`src/rtl/chunk_adder_pkg.sv`:
```
// chunk_adder_pkg: shared FSM state enum and default WIDTH/CHUNK constants
package chunk_adder_pkg;
  localparam int WIDTH_DEF = 16;
  localparam int CHUNK_DEF = 4;
  typedef enum logic [1:0] {IDLE = 2'd0, RUN = 2'd1, DONE = 2'd2} state_t;
endpackage

```
`src/rtl/chunk_adder_if.sv`:
```
// chunk_adder_if: request (start/sub/carry_in/a/b) and response (ready/done/result/carry_out/overflow/zero) bundle
interface chunk_adder_if import chunk_adder_pkg::*; #(parameter int WIDTH = WIDTH_DEF);
  logic start, sub, carry_in, ready, done, carry_out, overflow, zero;
  logic [WIDTH-1:0] a, b, result;
  modport master(output start, sub, carry_in, a, b, input ready, done, result, carry_out, overflow, zero);
  modport slave(input start, sub, carry_in, a, b, output ready, done, result, carry_out, overflow, zero);
endinterface

```
`src/rtl/chunk_slice.sv`:
```
// chunk_slice: CHUNK-bit ripple adder; ports a, b, ci in; s, co (carry out), cm (carry into MSB) out
module chunk_slice #(parameter int CHUNK = 4) (
  input  logic [CHUNK-1:0] a,
  input  logic [CHUNK-1:0] b,
  input  logic             ci,
  output logic [CHUNK-1:0] s,
  output logic             co,
  output logic             cm
);
  logic c;
  always_comb begin
    s = '0;
    c = ci;
    cm = 1'b0;
    for (int i = 0; i < CHUNK; i++) begin
      cm = c;
      s[i] = a[i] ^ b[i] ^ c;
      c = (a[i] & b[i]) | (c & (a[i] ^ b[i]));
    end
    co = c;
  end
endmodule

```
`src/rtl/chunk_adder.sv`:
```
// chunk_adder: multi-cycle add/sub, CHUNK bits per clock; ports clock, resetn (sync active-low), bus (chunk_adder_if.slave)
module chunk_adder import chunk_adder_pkg::*; #(
  parameter int WIDTH = WIDTH_DEF,
  parameter int CHUNK = CHUNK_DEF
) (
  input logic clock,
  input logic resetn,
  chunk_adder_if.slave bus
);
  localparam int N = WIDTH / CHUNK;
  localparam int IW = N > 1 ? $clog2(N) : 1;
  localparam logic [IW-1:0] LAST = IW'(N - 1);
  state_t state;
  logic [IW-1:0] idx;
  logic [WIDTH-1:0] a_q, b_q, work, work_n;
  logic [CHUNK-1:0] s_sum;
  logic cy, s_co, s_cm;
  chunk_slice #(.CHUNK(CHUNK)) u_slice (
    .a(a_q[idx*CHUNK +: CHUNK]),
    .b(b_q[idx*CHUNK +: CHUNK]),
    .ci(cy),
    .s(s_sum),
    .co(s_co),
    .cm(s_cm)
  );
  always_comb begin
    work_n = work;
    work_n[idx*CHUNK +: CHUNK] = s_sum;
  end
  assign bus.ready = state == IDLE;
  assign bus.done = state == DONE;
  always_ff @(posedge clock) begin
    if (!resetn) begin
      state <= IDLE;
      idx <= '0;
      cy <= 1'b0;
      bus.result <= '0;
      bus.carry_out <= 1'b0;
      bus.overflow <= 1'b0;
      bus.zero <= 1'b0;
    end else begin
      case (state)
        IDLE: if (bus.start) begin
          a_q <= bus.a;
          b_q <= bus.sub ? ~bus.b : bus.b;
          cy <= bus.sub | bus.carry_in;
          idx <= '0;
          state <= RUN;
        end
        RUN: begin
          work <= work_n;
          cy <= s_co;
          idx <= idx + 1'b1;
          if (idx == LAST) begin
            state <= DONE;
            bus.result <= work_n;
            bus.carry_out <= s_co;
            bus.overflow <= s_co ^ s_cm;
            bus.zero <= work_n == '0;
          end
        end
        default: state <= IDLE;
      endcase
    end
  end
endmodule

```
`src/flat_wrapper.sv`:
```
// flat-port wrapper written by rule: the top's interface ports become plain ports
module chunk_adder_flat import chunk_adder_pkg::*;
#(
  parameter int WIDTH = WIDTH_DEF,
  parameter int CHUNK = CHUNK_DEF
)
  (clock, resetn, bus_start, bus_sub, bus_carry_in, bus_a, bus_b, bus_ready, bus_done, bus_result, bus_carry_out, bus_overflow, bus_zero);
  chunk_adder_if #(.WIDTH(WIDTH)) bus_i ();
  input logic clock;
  input logic resetn;
  input wire logic [$bits(bus_i.start)-1:0] bus_start;
  input wire logic [$bits(bus_i.sub)-1:0] bus_sub;
  input wire logic [$bits(bus_i.carry_in)-1:0] bus_carry_in;
  input wire logic [$bits(bus_i.a)-1:0] bus_a;
  input wire logic [$bits(bus_i.b)-1:0] bus_b;
  output wire logic [$bits(bus_i.ready)-1:0] bus_ready;
  output wire logic [$bits(bus_i.done)-1:0] bus_done;
  output wire logic [$bits(bus_i.result)-1:0] bus_result;
  output wire logic [$bits(bus_i.carry_out)-1:0] bus_carry_out;
  output wire logic [$bits(bus_i.overflow)-1:0] bus_overflow;
  output wire logic [$bits(bus_i.zero)-1:0] bus_zero;
  assign bus_i.start = bus_start;
  assign bus_i.sub = bus_sub;
  assign bus_i.carry_in = bus_carry_in;
  assign bus_i.a = bus_a;
  assign bus_i.b = bus_b;
  assign bus_ready = bus_i.ready;
  assign bus_done = bus_i.done;
  assign bus_result = bus_i.result;
  assign bus_carry_out = bus_i.carry_out;
  assign bus_overflow = bus_i.overflow;
  assign bus_zero = bus_i.zero;
  chunk_adder #(.WIDTH(WIDTH), .CHUNK(CHUNK)) u_core (.clock(clock), .resetn(resetn), .bus(bus_i));
endmodule
```
`config.mk`:
```
export PLATFORM = sky130hd
export DESIGN_NAME = chunk_adder_flat
export DESIGN_NICKNAME = d
export VERILOG_FILES = /design/src/rtl/chunk_adder_pkg.sv /design/src/rtl/chunk_adder_if.sv /design/src/rtl/chunk_slice.sv /design/src/rtl/chunk_adder.sv /design/src/flat_wrapper.sv
export SDC_FILE = /design/constraint.sdc
export NUM_CORES = 1
export LEC_CHECK = 0
export CAP_MARGIN = 20
export CORE_UTILIZATION = 55
export CTS_BUF_LIST = sky130_fd_sc_hd__clkbuf_2 sky130_fd_sc_hd__clkbuf_4 sky130_fd_sc_hd__clkbuf_8
export CTS_CLUSTER_DIAMETER = 150
export DETAILED_ROUTE_END_ITERATION = 16
export PLACE_DENSITY = 0.83
export SLEW_MARGIN = 30
export SYNTH_ARGS = -nofsm -noshare
export SYNTH_HDL_FRONTEND = slang
export SYNTH_HIERARCHICAL = 1
export SYNTH_SLANG_ARGS = --single-unit
```
`constraint.sdc`:
```
create_clock -name clock -period 3.98 [get_ports clock]
set_input_delay 0.796 -clock clock [delete_from_list [all_inputs] [get_ports clock]]
set_output_delay 0.796 -clock clock [all_outputs]
set_load 0.05 [all_outputs]
```
-- After elaboration in Yosys (flattened, before gate mapping)
Index checks and enable logic that the tools add are counted.
- add/sub/neg operators: 2
- multiply operators: 0
- divide/modulo/power cells: 0
- magnitude comparators: 0
- equal/unequal tests: 5
- shifts and indexed selects: 4
- mux-type cells: 9
- bitwise gates (word level): 23
- reductions and logical operators: 8
- operators by type and width (operator ; number):
    $neg 4->34 ; 1
    $shift 4x34->16 const A ; 1
    $shiftx 4x34->16 ; 1
    $shiftx 16x5->4 ; 2
    $bwmux 16 ; 1
    $logic_not 16->1 ; 1
    $mux 16 ; 1
    $not 16->16 ; 1
    $xor 1x1->1 ; 9
    $and 1x1->1 ; 8
    $pmux 2 s2 ; 2
    $reduce_and 2->1 ; 4
    $mux 2 ; 3
    $or 1x1->1 ; 5
    $eq 2x2->1 const B ; 2
    $reduce_and 3->1 ; 1
    $add 2x1->2 const B ; 1
    $eq 2x1->1 const B ; 1
    $logic_not 2->1 ; 1
    $ne 2x1->1 const B ; 1
    $ne 2x2->1 const B ; 1
    $pmux 1 s2 ; 1
    $reduce_bool 2->1 ; 1
    $mux 1 ; 1
- register bits after elaboration: 72
- bits in latches: 0
- bits in writable memories: 0
- ROM bits: 0
- input port bits: 37
- word-level logic and storage cells: 61
- memories kept: 0

-- Longest topological paths before layout
- word-level depth: 12
- mapped depth: 12
- mapped depth without buffers: 11

-- Hierarchy
The synthesis kept the hierarchy.
- modules (own cells, without submodules) (module ; times used ; cells each ; area an instance (um^2) ; sequential area each (um^2)):
    chunk_adder ; 1 ; 235 ; 3256.9 ; 1921.8
    chunk_slice ; 1 ; 12 ; 110.1 ; 0.0

-- Worst setup path after synthesis
Ideal clock, no wire load.
- path type: register to register
- from: register u_core.idx[0]
- to: register u_core.bus.zero
- library setup time: 0.087 ns
- data arrival time: 3.421 ns
- slack: 0.472 ns
- stages on the path, launching flop included: 13
- path buffers: 1
- cells stage by stage: dfxtp_1 > buf_2 > mux4_2 > fa_1 > inv_1 > fa_1 > fa_1 > inv_1 > fa_1 > or3_1 > a31oi_1 > o311ai_1 > o31ai_1
- longest elaborated chain between the ends: 12
- elaborated cells on any way between the ends: 26
- classes of those cells: 1 x add/sub; 1 x eq/ne; 4 x shift; 1 x mux; 17 x bitwise; 2 x reduce/logical
- ends and longest elaborated chain (element ; RTL line ; text):
    start: declaration ; chunk_adder.sv:14 ; logic [IW-1:0] idx;
    start signal: assignment ; chunk_adder.sv:53 ; idx <= idx + 1'b1;
    $shiftx 16x5->4, on equally long branches ; chunk_adder.sv:19, chunk_adder.sv:20 ;
    $xor 1x1->1 ; chunk_slice.sv:18 ; c = (a[i] & b[i]) | (c & (a[i] ^ b[i]));
    $and 1x1->1 ; chunk_slice.sv:18 ;
    $or 1x1->1 ; chunk_slice.sv:18 ;
    $and 1x1->1 ; chunk_slice.sv:18 ;
    $or 1x1->1 ; chunk_slice.sv:18 ;
    $and 1x1->1 ; chunk_slice.sv:18 ;
    $or 1x1->1 * ; chunk_slice.sv:18 ;
    named net u_core.s_cm ; chunk_adder.sv:17 ; logic cy, s_co, s_cm;
    $xor 1x1->1 * ; chunk_slice.sv:17 ; s[i] = a[i] ^ b[i] ^ c;
    named net u_core.s_sum[3] ; chunk_adder.sv:16 ; logic [CHUNK-1:0] s_sum;
    $shiftx 4x34->16 * ; chunk_adder.sv:28 ; work_n[idx*CHUNK +: CHUNK] = s_sum;
    $bwmux 16 * ; chunk_adder.sv:28 ;
    $logic_not 16->1 * ; chunk_adder.sv:59 ; bus.zero <= work_n == '0;
    end signal: assignment ; chunk_adder.sv:40 ; bus.zero <= 1'b0;
    end signal: assignment ; chunk_adder.sv:59 ;
    end: declaration ; chunk_adder_if.sv:6 ; modport slave(input start, sub, carry_in, a, b, output ready, done, result, carry_out, overflow, zero);
The timed path passes the listed nets; every way through them passes the cells marked *.
A chain may end at the register's enable or synchronous reset.

-- Worst setup path in the final report
Ends and elaborated chain as after synthesis.

==> summary.txt <==
Route
  • Initial DRC count: 132
  • DR vias: 2,157
  • DRC viols: 0
  • Final wirelength: around 6400 µm
  • Drt via density: 5.56
  • Routed len/inst: 16.6 µm
  • DR pass1 iterations: 4
  • Post-route ant nets: 0

Floorplan
  • Initial Utilization: 56.9%
  • IO Pins: 58
  • Die height: 80.2 µm
  • # rows: 28
  • Die ar.: 6440 µm²
  • Chip width: 80.2 µm
  • Core area: just under 6000 µm²

Timing
  • Final Hold Viols: 0
  • Setup Skew: around 7.3 ps
  • Peak Freq: 0.287 GHz
  • Setup_tns: 0 ps
  • Min Clock Period, post-route: 3490 ps
  • RSZ-0062 raised after global routing: no
  • Final worst slack: around 500 ps
  • Slew Limit Fails: 0
  • Rel. slew slack: 45.8%
  • # setup viols final: 0
  • Least-Margin Pin Slew: 811 ps
  • Final Cycle Share: between 80% and 90%

Cells and area
  • Fillers: 409
  • Most frequent cells in the layout: clkdlybuf4s50_1, edfxtp_1, dfxtp_1
  • Layout cells sized above 1: between 10% and 20%
  • Antenna fix cells: 0
  • Fin nets: 355
  • Area growth syn-to-layout: 24.9%
  • Commonest non-fill, non-tap cell in the layout: clkdlybuf4s50_1

Yosys
  • Avg Cell Area, Syn: 13.6 µm²
  • Sequential fraction of the synthesis area: 57.1%
  • Asr flop ratio synth: 0%
  • Yosys reg bits: 72
  • Post-synth EDFFs: 48
  • Syn Std Cell Area: 3370 µm²
  • Synth area leaders: edfxtp_1, dfxtp_1, mux4_2
  • Post-synth net total: 294
  • Synth Instances: 247
  • Post-synth top area share: 42.8%
  • Synth area leader: edfxtp_1
  • Netlist cell types: 49
  • Predominant post-synthesis flop cell: edfxtp_1
  • Yosys warns: 6

Worst setup path
  • Most frequent CP cell: fa_1
  • Worst setup path class: flip-flop to flip-flop
  • Endpoint class of the critical path: flip-flop
  • Worst Path Max Fanout: 7
  • Crit-path leading delay family: adder cells
  • Reg2Reg Setup Slack: roughly 490 ps
  • Worst Path Buf+Inv: 2
  • Worst path cell trace: mux4_2 > fa_1 > inv_1 > fa_1 > fa_1 > inv_1 > fa_1 > or3_1 > a31oi_1 > o311ai_1 > o31ai_1
  • Worst path max stage delay: 570 ps
  • Max stage delay cell, worst path: mux4_2
  • Critical Path RT: 4240 ps
  • WP data arrival: 3750 ps
  • Startpoint types: flip-flop

CTS
  • Clk slew on worst S/H paths: ~80 ps
  • Num Clock Sinks: ~70
  • Clock latency on the worst-skew pair: 350 ps
  • Post CTS Setup Buffer Count: 0
  • Clock Tree Buf Depth: 2
  • H-tree levels: 3
  • Post-CTS Resized: 0
  • TritonCTS Buffers: 9
  • Hold Buf Count CTS: 0
  • CTS tree: built
  • Clock root cell: clkbuf_8

Outcome
  • Run status: finished, final reports clean

Pwr
  • Power per cell area: 406 nW/µm²
  • Lkg Pwr: 0.00162 µW
  • Maximum VDD drop: between 0.2 and 0.3 mV

Global route
  • Largest net degree at the start of global routing: 25
  • Grt total ovfl: 0
  • GRT Resource Usage Total: 23.1%
  • First-pass GRT wire length: between 10,000 and 15,000 µm
  • Antenna violations before repair: 0
  • Vias in the first global route: 2,219

Place
  • RePlAce Congestion: 0.858
  • Post-DP HPWL: around 4700 µm
  • IO buf count: 57
  • Setup WS pre-CTS: 501 ps

Min path
  • Hold Path Class: flip-flop to flip-flop

Flow run
  • Max Cap Viol: 0
-- synthesized netlist by cell type (all sizes together), types with 3 or more instances --
cell,count
nor2b,9
nor2,7
buf,9
o211a,11
edfxtp,48
a22o,10
fa,4
a21boi,4
nand2b,6
nor3b,6
a32oi,3
ha,6
mux4,8
xor2,16
a221oi,4
nand2,16
and2,5
clkbuf,3
dfxtp,24
inv,18
and3,3
-- area by class of cell --
cell class	instances	area, µm²	area share [%]
Sequential cell	72	1920	45.7
Timing Repair Buffer	62	621	14.8
Clock buffer	10	131	3.12
Clock inverter	6	68.8	1.64
Multi-Input combinational cell	144	1300	30.9
Inverter	19	71.3	1.70
Tap cell	75	93.8	2.23
-- registers in the layout, summed over array words and instances, names as in the netlist --
register	cells
u_core/a_q	16
u_core/state	2
u_core/idx	2
u_core/bus.overflow	1
u_core/b_q	16
u_core/bus.zero	1
u_core/cy	1
u_core/bus.result	16
u_core/work	16
u_core/bus.carry_out	1
-- power breakdown --
group | internal (µW) | leakage [µW] | switching, µW
clock network | 298 | 0.0000886 | 277
logic | 125 | 0.000890 | 152
registers | 841 | 0.000639 | 16.7
total | 1260 | 0.00162 | 445
-- worst min-delay path, stage by stage, from the launching register on --
cell      delay, ps
dfxtp_1         310
nand2_1          50
a21boi_1         50
-- cell families after synthesis --
| kind of cell | Yosys count | share of synthesized area, % |
|---|---|---|
| XOR/XNOR | 17 | 4.42 |
| AND/OR/NAND/NOR | 58 | 10.3 |
| flip-flops | 72 | 57.1 |
| adder cells (fa/ha/maj) | 10 | 4.61 |
| multiplexers | 9 | 5.69 |
| AO/OA/AOI/OAI | 50 | 13.6 |
| buffers and inverters | 31 | 4.35 |
-- metrics by stage --
stage	cells	area (µm²)	util, %	total power (µW)	hold slack [ps]
detailed placement	372	4010	67.7	1150	452
CTS	388	4210	71.0	1720	464
global route	388	4210	71.0	1780	478
floorplan	247	3370	-	1050	520
finish	388	4210	71.0	1710	459
global placement	372	4010	67.7	1140	446
-- layer usage --
layer	routed length [µm]	vias to the layer above	part of all wire, %	GRT usage (%)
met3	327	14	5.1	6.70
met1	2760	1030	43	28.2
met4	156	0	2.4	12.0
li1	-	1032	-	-
met5	0	-	0	0
met2	3180	81	49	37.0
-- path summary, 6_finish.rpt --
kind | start | end | depth (start not counted)
worst min register to register | u_core/bus.result[0] | u_core/bus.result[0] | 2
worst max register to register | u_core/idx[0] | u_core/bus.zero | 11
worst min-delay path | u_core/bus.result[0] | u_core/bus.result[0] | 2
worst max-delay path | u_core/idx[0] | u_core/bus.zero | 11
Power figures use the tool's default switching activity.
